**src/rtl/data_serialize_pkg.sv**
```systemverilog
// Shared constants and state encoding for the slot-bank serializer.
package data_serialize_pkg;

  localparam int SLOT_N = 64;
  localparam int SLOT_W = 11;
  localparam int IDX_W  = 6;

  typedef enum logic {
    IDLE = 1'b0,
    SEND = 1'b1
  } state_e;

endpackage : data_serialize_pkg

```
**src/rtl/data_serialize_slot_snapshot.sv**
```systemverilog
// Snapshot bank: captures the whole flattened slot bus in one edge so a frame
// never mixes old and new slot values, and offers a combinational read port.
module slot_snapshot #(
  parameter int SLOT_N = data_serialize_pkg::SLOT_N,
  parameter int SLOT_W = data_serialize_pkg::SLOT_W,
  parameter int IDX_W  = data_serialize_pkg::IDX_W
) (
  input  logic                     clk,
  input  logic                     rst,
  input  logic                     load,
  input  logic [SLOT_N*SLOT_W-1:0] slots_in,
  input  logic [IDX_W-1:0]         rd_index,
  output logic [SLOT_W-1:0]        rd_data
);

  logic [SLOT_W-1:0] snap_q [SLOT_N];
  logic [SLOT_W-1:0] snap_d [SLOT_N];

  // Next snapshot: hold, or take the entire bus when loading.
  always_comb begin
    for (int i = 0; i < SLOT_N; i++) begin
      snap_d[i] = snap_q[i];
      if (load) begin
        snap_d[i] = slots_in[i*SLOT_W +: SLOT_W];
      end
    end
  end

  // Snapshot registers, cleared by reset.
  always_ff @(posedge clk) begin
    if (rst) begin
      for (int i = 0; i < SLOT_N; i++) begin
        snap_q[i] <= '0;
      end
    end else begin
      for (int i = 0; i < SLOT_N; i++) begin
        snap_q[i] <= snap_d[i];
      end
    end
  end

  // Read mux selecting the slot currently being streamed.
  always_comb begin
    rd_data = snap_q[rd_index];
  end

endmodule : slot_snapshot

```
**src/rtl/data_serialize.sv**
```systemverilog
// Streams a snapshot of the slot bank out one slot per valid/ready beat,
// with index, first/last markers, and a frame-complete pulse.
//
// state | meaning
// IDLE  | no frame in progress; start or continuous takes a snapshot
// SEND  | presenting snapshot[index]; advances on each accepted beat
module data_serialize #(
  parameter int SLOT_N = data_serialize_pkg::SLOT_N,
  parameter int SLOT_W = data_serialize_pkg::SLOT_W,
  parameter int IDX_W  = data_serialize_pkg::IDX_W
) (
  input  logic                     clk,
  input  logic                     rst,
  input  logic                     start,
  input  logic                     continuous,
  input  logic [SLOT_N*SLOT_W-1:0] slots_in,
  output logic [SLOT_W-1:0]        out_data,
  output logic [IDX_W-1:0]         out_index,
  output logic                     out_valid,
  input  logic                     out_ready,
  output logic                     out_first,
  output logic                     out_last,
  output logic                     busy,
  output logic                     frame_done
);

  import data_serialize_pkg::*;

  localparam logic [IDX_W-1:0] LAST_IDX = IDX_W'(SLOT_N - 1);
  localparam logic [IDX_W-1:0] IDX_ONE  = IDX_W'(1);

  state_e            state_q, state_d;
  logic [IDX_W-1:0]  idx_q, idx_d;
  logic              frame_done_q, frame_done_d;
  logic              load;
  logic              xfer;
  logic [SLOT_W-1:0] rd_data;

  slot_snapshot #(
    .SLOT_N (SLOT_N),
    .SLOT_W (SLOT_W),
    .IDX_W  (IDX_W)
  ) u_snapshot (
    .clk      (clk),
    .rst      (rst),
    .load     (load),
    .slots_in (slots_in),
    .rd_index (idx_q),
    .rd_data  (rd_data)
  );

  // Next state, index counter, snapshot load and end-of-frame pulse.
  always_comb begin
    state_d      = state_q;
    idx_d        = idx_q;
    frame_done_d = 1'b0;
    load         = 1'b0;
    xfer         = (state_q == SEND) && out_ready;
    unique case (state_q)
      IDLE: begin
        // start is only looked at here, so a start during SEND is dropped.
        if (start || continuous) begin
          load    = 1'b1;
          idx_d   = '0;
          state_d = SEND;
        end
      end
      SEND: begin
        if (xfer) begin
          if (idx_q == LAST_IDX) begin
            frame_done_d = 1'b1;
            idx_d        = '0;
            if (continuous) begin
              // Re-snapshot on the final beat so index 0 follows without a gap.
              load    = 1'b1;
              state_d = SEND;
            end else begin
              state_d = IDLE;
            end
          end else begin
            idx_d = idx_q + IDX_ONE;
          end
        end
      end
      default: begin
        state_d = IDLE;
      end
    endcase
  end

  // State, index and pulse registers; reset wins over any transfer.
  always_ff @(posedge clk) begin
    if (rst) begin
      state_q      <= IDLE;
      idx_q        <= '0;
      frame_done_q <= 1'b0;
    end else begin
      state_q      <= state_d;
      idx_q        <= idx_d;
      frame_done_q <= frame_done_d;
    end
  end

  // Stream outputs are forced low outside SEND so IDLE shows a quiet bus.
  always_comb begin
    out_valid  = (state_q == SEND);
    busy       = (state_q == SEND);
    out_data   = out_valid ? rd_data : '0;
    out_index  = out_valid ? idx_q : '0;
    out_first  = out_valid && (idx_q == '0);
    out_last   = out_valid && (idx_q == LAST_IDX);
    frame_done = frame_done_q;
  end

endmodule : data_serialize
```
**config.mk**
```make
export PLATFORM = sky130hd
export DESIGN_NAME = data_serialize
export DESIGN_NICKNAME = d
export VERILOG_FILES = /design/src/rtl/data_serialize_pkg.sv /design/src/rtl/data_serialize_slot_snapshot.sv /design/src/rtl/data_serialize.sv
export SDC_FILE = /design/constraint.sdc
export NUM_CORES = 1
export LEC_CHECK = 0
export BUFFER_PORTS_ARGS = -buffer_cell sky130_fd_sc_hd__buf_4
export CORE_UTILIZATION = 40
export DETAILED_ROUTE_END_ITERATION = 8
export GPL_ROUTABILITY_DRIVEN = 1
export PLACE_DENSITY = 0.62
export SYNTH_ARGS = -nofsm -noshare
export SYNTH_HDL_FRONTEND = slang
export SYNTH_SLANG_ARGS = --single-unit
```
**constraint.sdc**
```tcl
create_clock -name clk -period 47.8 [get_ports clk]
set_input_delay 2.39 -clock clk [delete_from_list [all_inputs] [get_ports clk]]
set_output_delay 2.39 -clock clk [all_outputs]
set_load 0.02 [all_outputs]
```
== After elaboration in Yosys (flattened, before gate mapping) ==
Memories as Yosys holds them, arrays and structs flattened. A register that Yosys moved wholly into a read port is not among the register bits.
Index checks and enable logic that the tools add are counted.

* Flip-flop bits (word level): 8
* Latch bits: 0
* Bits in writable memories: 704
* Memory bits (read-only): 0
* Bits of input ports: 709
* Output and inout bits: 22
* Word-level logic and storage cells: 231
* Memories kept: 1

{| class="wikitable"
|+ Memories
! name !! depth !! bits a word !! read ports !! clocked after memory_dff !! write ports !! line !! source
|-
| u_snapshot.snap_q || 64 || 11 || 1 || 1 || 64 || data_serialize_slot_snapshot.sv:16 || <nowiki>logic [SLOT_W-1:0] snap_q [SLOT_N];</nowiki>
|}

* Add/sub/neg operators: 1
* Multiply operators: 0
* Divide/modulo/power cells: 0
* $lt $le $gt $ge: 0
* Eq/ne operators: 4
* Shifts and indexed selects: 0
* Muxes and demuxes: 148
* Bitwise logic cells: 66
* Reductions and logical operators: 8

{| class="wikitable"
|+ Operator list
! kind !! number
|-
| 2-to-1 mux 11 bit || 129
|-
| OR 1 bit || 64
|-
| 2-to-1 mux 6 bit || 6
|-
| one-hot mux 6 bit (2 select lines) || 1
|-
| 2-to-1 mux 1 bit || 10
|-
| adder 6 x 1 -> 6 bit, second input constant || 1
|-
| == test 6 bit, second input constant || 1
|-
| logical NOT 6 bit || 1
|-
| one-hot mux 1 bit (2 select lines) || 2
|-
| AND reduction 2 bit || 2
|-
| logical AND 1 bit || 3
|-
| OR reduction 3 bit || 1
|-
| inequality test 2 x 1 -> 1 bit, second input constant || 1
|-
| inequality test 2 bit, second input constant || 1
|-
| NOT 1 bit || 2
|-
| logical OR 1 bit || 1
|-
| inequality test 1 bit, second input constant || 1
|}

== Logic depth before layout (Yosys ltp) ==
Gate-level depths: netlist of run 1.

* Word-level depth: 7
* Gate-level depth with buffers: 10
* Depth with buffers taken out: 6

== By module ==
Synthesis of run 1 repeated with hierarchy kept, for this count alone.

* Cells, all modules: 2,024
* Area, all modules: 32,347.3 µm²

{| class="wikitable"
|+ By module, submodules not included
! module !! instances !! cells an instance !! area an instance (µm²) !! sequential area each (µm²)
|-
| slot_snapshot || 1 || 1,949 || 31,775.5 || 21,140.3
|-
| data_serialize || 1 || 75 || 571.8 || 160.2
|}

== Worst setup path after synthesis of run 1 ==
No wires, ideal clock.

* Path kind: input to register
* From: in out_ready
* To: mem u_snapshot.snap_q[0][0] (enable)
* Library setup time: 1.924 ns
* Arrival: 34.799 ns
* Data required time: 45.876 ns
* Setup slack: 11.077 ns
* Stages: 3
* Cells stage by stage: and2_1 > nand2_1 > o21bai_1

{| class="wikitable"
|+ RTL lines
! what !! line !! source
|-
| start: declaration || data_serialize.sv:20 || <nowiki>input logic out_ready,</nowiki>
|-
| end: declaration || data_serialize_slot_snapshot.sv:16 ||
|}

==> flow_metrics.env, run 1 <==
export IMPL_status="completed"
export IMPL_drv_cap=0
export IMPL_syn_avg_cell_area_sq_um=16.0
export IMPL_clock_sinks=718
export IMPL_design_area_sq_mm=0.0409
export IMPL_cts_setup_buffers=0
export IMPL_numPortBuffers=730
export IMPL_antenna_found_initial=14
export IMPL_critPathRequiredTime_ns=45.41
export IMPL_clock_root_buffer="clkbuf_16"
export IMPL_row_count=103
export IMPL_yosys_cell_count_top_type="edfxtp_1"
export IMPL_drive_above_1_share_pct=36.6
export IMPL_yosysTopAreaCellShare_pct=65.3
export IMPL_rsz0062_at_grt="false"
export IMPL_ys_top_cells_by_count="704 x edfxtp_1, 383 x and2_1, 341 x nor2b_1, 145 x mux4_2, 90 x clkbuf_1"
export IMPL_finalMaxSlewViolations=0
export IMPL_htree_levels=3
export IMPL_slowest_stage="buf_4"
export IMPL_post_cts_resized=0
export IMPL_routed_via_count=19900
export IMPL_grt_max_degree=272
export IMPL_yosysWarnings=0
export IMPL_crit_family="buffers and inverters"
export IMPL_synth_compound_area_share_pct=1.91
export IMPL_synth_cells=2017
export IMPL_synthMuxAreaShare_pct=13.5
export IMPL_die_h_um=286
export IMPL_core_area_sq_mm=0.0795
export IMPL_worstHoldPathType="reg -> reg"
export IMPL_post_dp_cell_area_sq_mm=0.0386
export IMPL_fmax_mhz=142
export IMPL_synth_distinct_cells=54
export IMPL_power_density_mw_per_mm2=36.0
export IMPL_grt_ovfl_total=0
export IMPL_hpwl_mm=74.9
export IMPL_synth_adder_area_share_pct=0.0773
export IMPL_hold_viol_final=0
export IMPL_yosys_area_share_simple_pct=15.8
export IMPL_period_share_pct=14.8
export IMPL_insertion_delay_ns=0.61
export IMPL_crit_path_end_kind="output port"
export IMPL_final_antenna_net_count=0
export IMPL_synth_top_cell_by_area="edfxtp_1"
export IMPL_syn_nets=2728
export IMPL_crit_chain="buf_4 > buf_4 > mux4_1 > mux4_2 > nor2b_1 > o21ai_1 > buf_4"
export IMPL_ioPinCount=731
export IMPL_via_per_inst=5.21
export IMPL_max_stage_delay_ns=0.81
export IMPL_regArea_sq_mm=0.0214
export IMPL_routed_wirelength_mm=101
export IMPL_ir_worst_vdd_mv=0.0274
export IMPL_synth_top_family_by_area="simple AND/OR/NAND/NOR gates"
export IMPL_grt_pass1_wl_mm=141
export IMPL_cts_clk_slew_worst_paths_ns=0.06
export IMPL_seq_area_frac_synth_pct=66.2
export IMPL_grtUsageTotal_pct=24.3
export IMPL_drcViolationCount=0
export IMPL_die_w_um=286
export IMPL_multi_input_area_sq_mm=0.0102
export IMPL_syn_to_final_growth_pct=26.5
export IMPL_setup_violations=0
export IMPL_cp_start_kind="register"
export IMPL_relSlewSlack_pct=20.8
export IMPL_fin_util_pct=51.5
export IMPL_drt_wirelength_per_cell_um=26.5
export IMPL_place_congestion=0.856
export IMPL_total_power_uw=1470
export IMPL_worst_path_buf_inv=3
export IMPL_async_reset_ff_share_pct=0
export IMPL_cts_tree="yes"
export IMPL_cp_max_fo=47
export IMPL_power_leakage_uw=0.0159
export IMPL_skew_ns=0.0150
export IMPL_drt_iter0_markers=1641
export IMPL_grt_pass1_vias=21000
export IMPL_arrival_ns=4.66
export IMPL_worst_setup_path_type="reg -> out"
export IMPL_cts_buffers_inserted=78
export IMPL_tightest_slew_ns=1.19
export IMPL_clockBufferDepth=3
export IMPL_ys_ff_latch=718
export IMPL_die_area_sq_mm=0.0820
export IMPL_tns_ns=0
export IMPL_synth_edf_count=704
export IMPL_fin_crit_ns=7.05
export IMPL_dr_pass1_iters=5
export IMPL_synth_area_leaders="edfxtp_1 65%, mux4_2 10%, and2_1 7.4%"
export IMPL_hold_buffers=0
export IMPL_syn_area_sq_mm=0.0324
export IMPL_yosys_most_used_dff="edfxtp_1"
export IMPL_dpl_worst_slack_ns=40.35
export IMPL_start_util_pct=40.7
export IMPL_synth_xor_area_share_pct=0.0541
export IMPL_layout_setup_ws_ns=40.75
export IMPL_final_nets=3420
export IMPL_path_common_cell="buf_4"
export IMPL_nFillCells=6714
path summary, 6_finish.rpt:
check	slack [ns]	end	startpoint	cells past startpoint
worst max-delay path	40.75	out_data[0]	register	7
worst min-delay path	0.57	idx_q[5]$_SDFFE_PP0N_	idx_q[5]$_SDFFE_PP0N_	2
worst max register to register	42.24	u_snapshot.snap_q[28][2]$_SDFFCE_PN0P_	busy$_SDFF_PP0_	7
worst min register to register	0.57	idx_q[5]$_SDFFE_PP0N_	idx_q[5]$_SDFFE_PP0N_	2
flip-flops by register name, indices dropped and copies added (netlist names), named ones only:
name	count
u_snapshot.snap_q	704
busy	1
frame_done	1
idx_q	6
power breakdown:
| group | leakage [uW] | internal (uW) | switching, uW |
|---|---|---|---|
| clock | 0.00111 | 307 | 245 |
| sequential | 0.00774 | 751 | 14.9 |
| combinational | 0.00707 | 82.0 | 73.9 |
cell families after synthesis:
kind of cell	after synthesis
and+or+nand+nor	854
DFF	718
muxes	206
buffers and inverters	148
AOI/OAI and AO/OA	87
xor gates and xnor gates	2
adders and majority gates	2
through the flow:
step,instances,hold slack (ns)
2_1_floorplan,2017,0.500
3_3_place_gp,3679,0.565
3_5_place_dp,3679,0.557
4_1_cts,3814,0.575
5_1_grt,3816,0.606
6_report,3818,0.571
layout make-up:
cell class              count  area share, %
inverters                   4         0.0367
clock buffers             100           4.97
well taps                1050           3.21
diodes                      4         0.0245
multi-input cells        1151           24.9
clock inverters            35          0.624
repair buffers            756           13.9
flip-flops and latches    718           52.4
cells in the final DEF (no fill, tap or decap), types with 22 or more instances in the layout:
master / count
nor2b_1: 339
mux4_2: 145
nor2_1: 30
mux2i_1: 30
buf_4: 754
and2_1: 383
nand2_1: 50
clkbuf_1: 22
clkbuf_16: 78
mux4_1: 30
edfxtp_1: 704
worst register-to-register path: stages, from the launching register on:
cell      delay (ns)
dfxtp_1         0.82
and2_1          0.31
nand2_1         0.15
o21bai_4        0.14
buf_4           0.74
buf_4           0.99
buf_4           0.94
buf_4           1.03
metal layers:
metal	vias up	track usage (%)	wire [um]
met5	-	0	104
met4	14	8.92	3400
met3	152	5.48	7370
met2	801	40.8	50600
met1	10000	30.9	39800
li1	8905	-	-
(Power assumes the default switching activity.)
==> run 2: changes to the inputs <==
--- a/config.mk
+++ b/config.mk
@@ -5,11 +5,12 @@
 export SDC_FILE = /design/constraint.sdc
 export NUM_CORES = 1
 export LEC_CHECK = 0
+export ABC_AREA = 1
 export BUFFER_PORTS_ARGS = -buffer_cell sky130_fd_sc_hd__buf_4
 export CORE_UTILIZATION = 40
 export DETAILED_ROUTE_END_ITERATION = 8
 export GPL_ROUTABILITY_DRIVEN = 1
-export PLACE_DENSITY = 0.62
+export PLACE_DENSITY = 0.61
 export SYNTH_ARGS = -nofsm -noshare
 export SYNTH_HDL_FRONTEND = slang
 export SYNTH_SLANG_ARGS = --single-unit
==> constraint.sdc (replaced) <==
create_clock -name clk -period 6.75 [get_ports clk]
set_input_delay 0.3375 -clock clk [delete_from_list [all_inputs] [get_ports clk]]
set_output_delay 0.3375 -clock clk [all_outputs]
set_load 0.02 [all_outputs]
==> flow_metrics.env, run 2 <==
export IMPL_htree_levels=3
export IMPL_nFillCells=8292
export IMPL_grt_ovfl_total=0
export IMPL_fmax_mhz=225
export IMPL_tns_ns=0
export IMPL_place_congestion=0.887
export IMPL_drt_wirelength_per_cell_um=21.0
export IMPL_hold_path_depth=3
export IMPL_wl_met2_mm=59.8
export IMPL_routed_wirelength_mm=129
export IMPL_cts_buffers_inserted=81
export IMPL_finalMaxSlewViolations=0
export IMPL_power_switching_uw=3070
export IMPL_switching_share_pct=26.5
export IMPL_crit_chain="buf_12 > nand2_1 > nand3_1 > nand3_1 > nand2_1 > nand2_1 > nand3_1 > nand3_1 > a21oi_1 > buf_4"
export IMPL_slowest_stage="dfxtp_4"
export IMPL_die_w_um=307
export IMPL_setup_violations=0
export IMPL_design_area_sq_mm=0.0489
export IMPL_grtUsageTotal_pct=26.8
export IMPL_arrival_ns=4.11
export IMPL_fin_util_pct=53.1
export IMPL_start_util_pct=40.5
export IMPL_max_stage_delay_ns=0.86
export IMPL_rsz0062_at_grt="false"
export IMPL_skew_ns=0.0199
export IMPL_cp_max_fo=144
export IMPL_row_count=111
export IMPL_crit_path_end_kind="output port"
export IMPL_numPortBuffers=730
export IMPL_synth_distinct_cells=30
export IMPL_tightest_slew_ns=1.04
export IMPL_yosys_cell_count_top_type="nand2_1"
export IMPL_synth_area_leaders="edfxtp_1 57%, nor2_4 9.7%, nand2_1 9.0%"
export IMPL_ys_top_cells_by_count="894 x nand2_1, 721 x inv_1, 704 x edfxtp_1, 595 x nand3_1, 389 x nor2_1"
export IMPL_internal_power_uw=8540
export IMPL_path_common_cell="nand3_1"
export IMPL_synth_cells=3910
export IMPL_clock_sinks=718
export IMPL_async_reset_ff_share_pct=0
export IMPL_final_cell_mix="893 x nand2_1, 759 x buf_4, 721 x inv_1, 704 x edfxtp_1, 595 x nand3_1"
export IMPL_die_h_um=307
export IMPL_yosysWarnings=0
export IMPL_worstHoldPathType="in -> reg"
export IMPL_pwr_share_seq_pct=47.5
export IMPL_relSlewSlack_pct=30.7
export IMPL_power_density_mw_per_mm2=237
export IMPL_drive_above_1_share_pct=25.1
export IMPL_seq_area_frac_synth_pct=57.4
export IMPL_final_antenna_net_count=0
export IMPL_clock_root_buffer="clkbuf_16"
export IMPL_period_share_pct=66.0
export IMPL_critPathRequiredTime_ns=6.41
export IMPL_cp_start_kind="register"
export IMPL_hpwl_mm=89.2
export IMPL_post_dp_cell_area_sq_mm=0.0434
export IMPL_via_per_inst=4.86
export IMPL_pwr_share_clk_pct=37.3
export IMPL_insertion_delay_ns=0.64
export IMPL_grt_pass1_vias=29500
export IMPL_final_common_cell="nand2_1"
export IMPL_worst_setup_path_type="reg -> out"
export IMPL_synth_top_cell_by_area="edfxtp_1"
export IMPL_ir_worst_vdd_mv=0.169
export IMPL_ys_ff_latch=718
export IMPL_cts_clk_slew_worst_paths_ns=0.06
export IMPL_syn_area_sq_mm=0.0373
export IMPL_syn_nets=4621
export IMPL_reg2reg_depth=7
export IMPL_yosysTopAreaCellShare_pct=56.6
export IMPL_power_leakage_uw=0.0224
export IMPL_highest_layer="met5"
export IMPL_grt_max_degree=158
export IMPL_cts_tree="yes"
export IMPL_fin_crit_ns=4.45
export IMPL_yosys_most_used_dff="edfxtp_1"
export IMPL_drt_iter0_markers=2708
export IMPL_routed_via_count=29900
export IMPL_comb_power_share_pct=15.2
export IMPL_antenna_found_initial=4
export IMPL_final_nets=5542
export IMPL_wl_met1_mm=52.7
export IMPL_largest_registers="u_snapshot.snap_q x704, idx_q x6"
export IMPL_syn_avg_cell_area_sq_um=9.54
export IMPL_regMostFlops="u_snapshot.snap_q"
export IMPL_wl_met3_mm=10.3
export IMPL_ioPinCount=731
export IMPL_die_area_sq_mm=0.0945
export IMPL_drcViolationCount=0
export IMPL_hold_viol_final=0
export IMPL_status="completed"
export IMPL_core_area_sq_mm=0.0921
export IMPL_synth_edf_count=704
export IMPL_dr_pass1_iters=6
export IMPL_syn_to_final_growth_pct=31.1
export IMPL_clockBufferDepth=3
export IMPL_grt_pass1_wl_mm=186
export IMPL_drv_cap=0
export IMPL_largest_reg_flops=704
## run 2: cell types whose count changed in the layout (fill, tap and decap cells not counted), sizes merged, moves of 175 or more
cell         delta
inv           +721
nand3         +587
and2          -384
nor2          +680
mux4          -175
nor2b         -341
nand2         +846
dlygate4sd3   +296
## run 2: kinds of logic (layout without fill, tap and decap cells)
logic type               after synthesis  count (layout)  share of synthesized area, %
AO/OA/AOI/OAI                         25              25                         0.372
AND/OR/NAND/NOR                     2208            2208                          30.7
other                                  0               2                             0
flip-flops                           718             718                          57.4
buffers and inverters                957            1940                          11.4
adder cells (fa/ha/maj)                2               2                        0.0670
## run 2: worst max-delay path: cells and delay by family (launching register included)
family	cells	cell delay (ns)
and+or+nand+nor	7	1.09
buffers and inverters	2	0.78
AOI/OAI and AO/OA	1	0.51
DFF	1	0.86
## run 2: path summary, 6_finish.rpt
| path | startpoint | end | slack [ns] |
|---|---|---|---|
| worst min register to register | idx_q[5]$_SDFFE_PP0N_ | frame_done$_SDFF_PP0_ | 0.58 |
| worst max register to register | busy$_SDFF_PP0_ | u_snapshot.snap_q[0][2]$_SDFFCE_PN0P_ | 3.24 |
| worst max-delay path | register | out_data[7] | 2.30 |
| worst min-delay path | slots_in[429] | u_snapshot.snap_q[39][0]$_SDFFCE_PP0P_ | 0.02 |
## run 2: stage by stage
step                setup slack, ns  instances  hold slack, ns  power (uW)
detailed placement             2.97       5695           0.561        7220
global route                   2.10       6136          0.0117       12000
global placement               2.92       5695           0.555        7220
floorplan                     0.454       3910           0.502        6550
CTS                            2.28       6136        0.000183       11700
finish                         2.30       6138          0.0233       11600
## run 2: area by class of cell
class / count / area (sq um) / area share, %
Antenna cell: 2 / 5.00 / 0.0102
Clock buffer: 96 / 2090 / 4.28
Clock inverter: 49 / 488 / 0.998
Inverter: 725 / 2740 / 5.60
Multi-Input combinational cell: 2235 / 11600 / 23.8
Sequential cell: 718 / 21400 / 43.8
Tap cell: 1243 / 1560 / 3.18
Timing Repair Buffer: 1070 / 8960 / 18.3
## run 2: metal layers
metal | track usage (%) | vias up
li1 | - | 14100
met3 | 4.59 | 235
met4 | 12.3 | 6
met5 | 0 | -
met1 | 35.8 | 14200
met2 | 42.4 | 1312
## run 2: repair_timing
action	CTS	global route
setup buffers	0	0
resized for setup	0	0
hold buffers	296	0
hold endpoints to repair	296	0
## run 2: power groups by stage
stage                     clock network, uW  logic, uW  registers, uW
after floorplan                           0        946           5600
after global placement                    0       1610           5610
after detailed placement                  0       1620           5600
after CTS                              4400       1770           5510
after global routing                   4560       1910           5550
final                                  4330       1760           5520
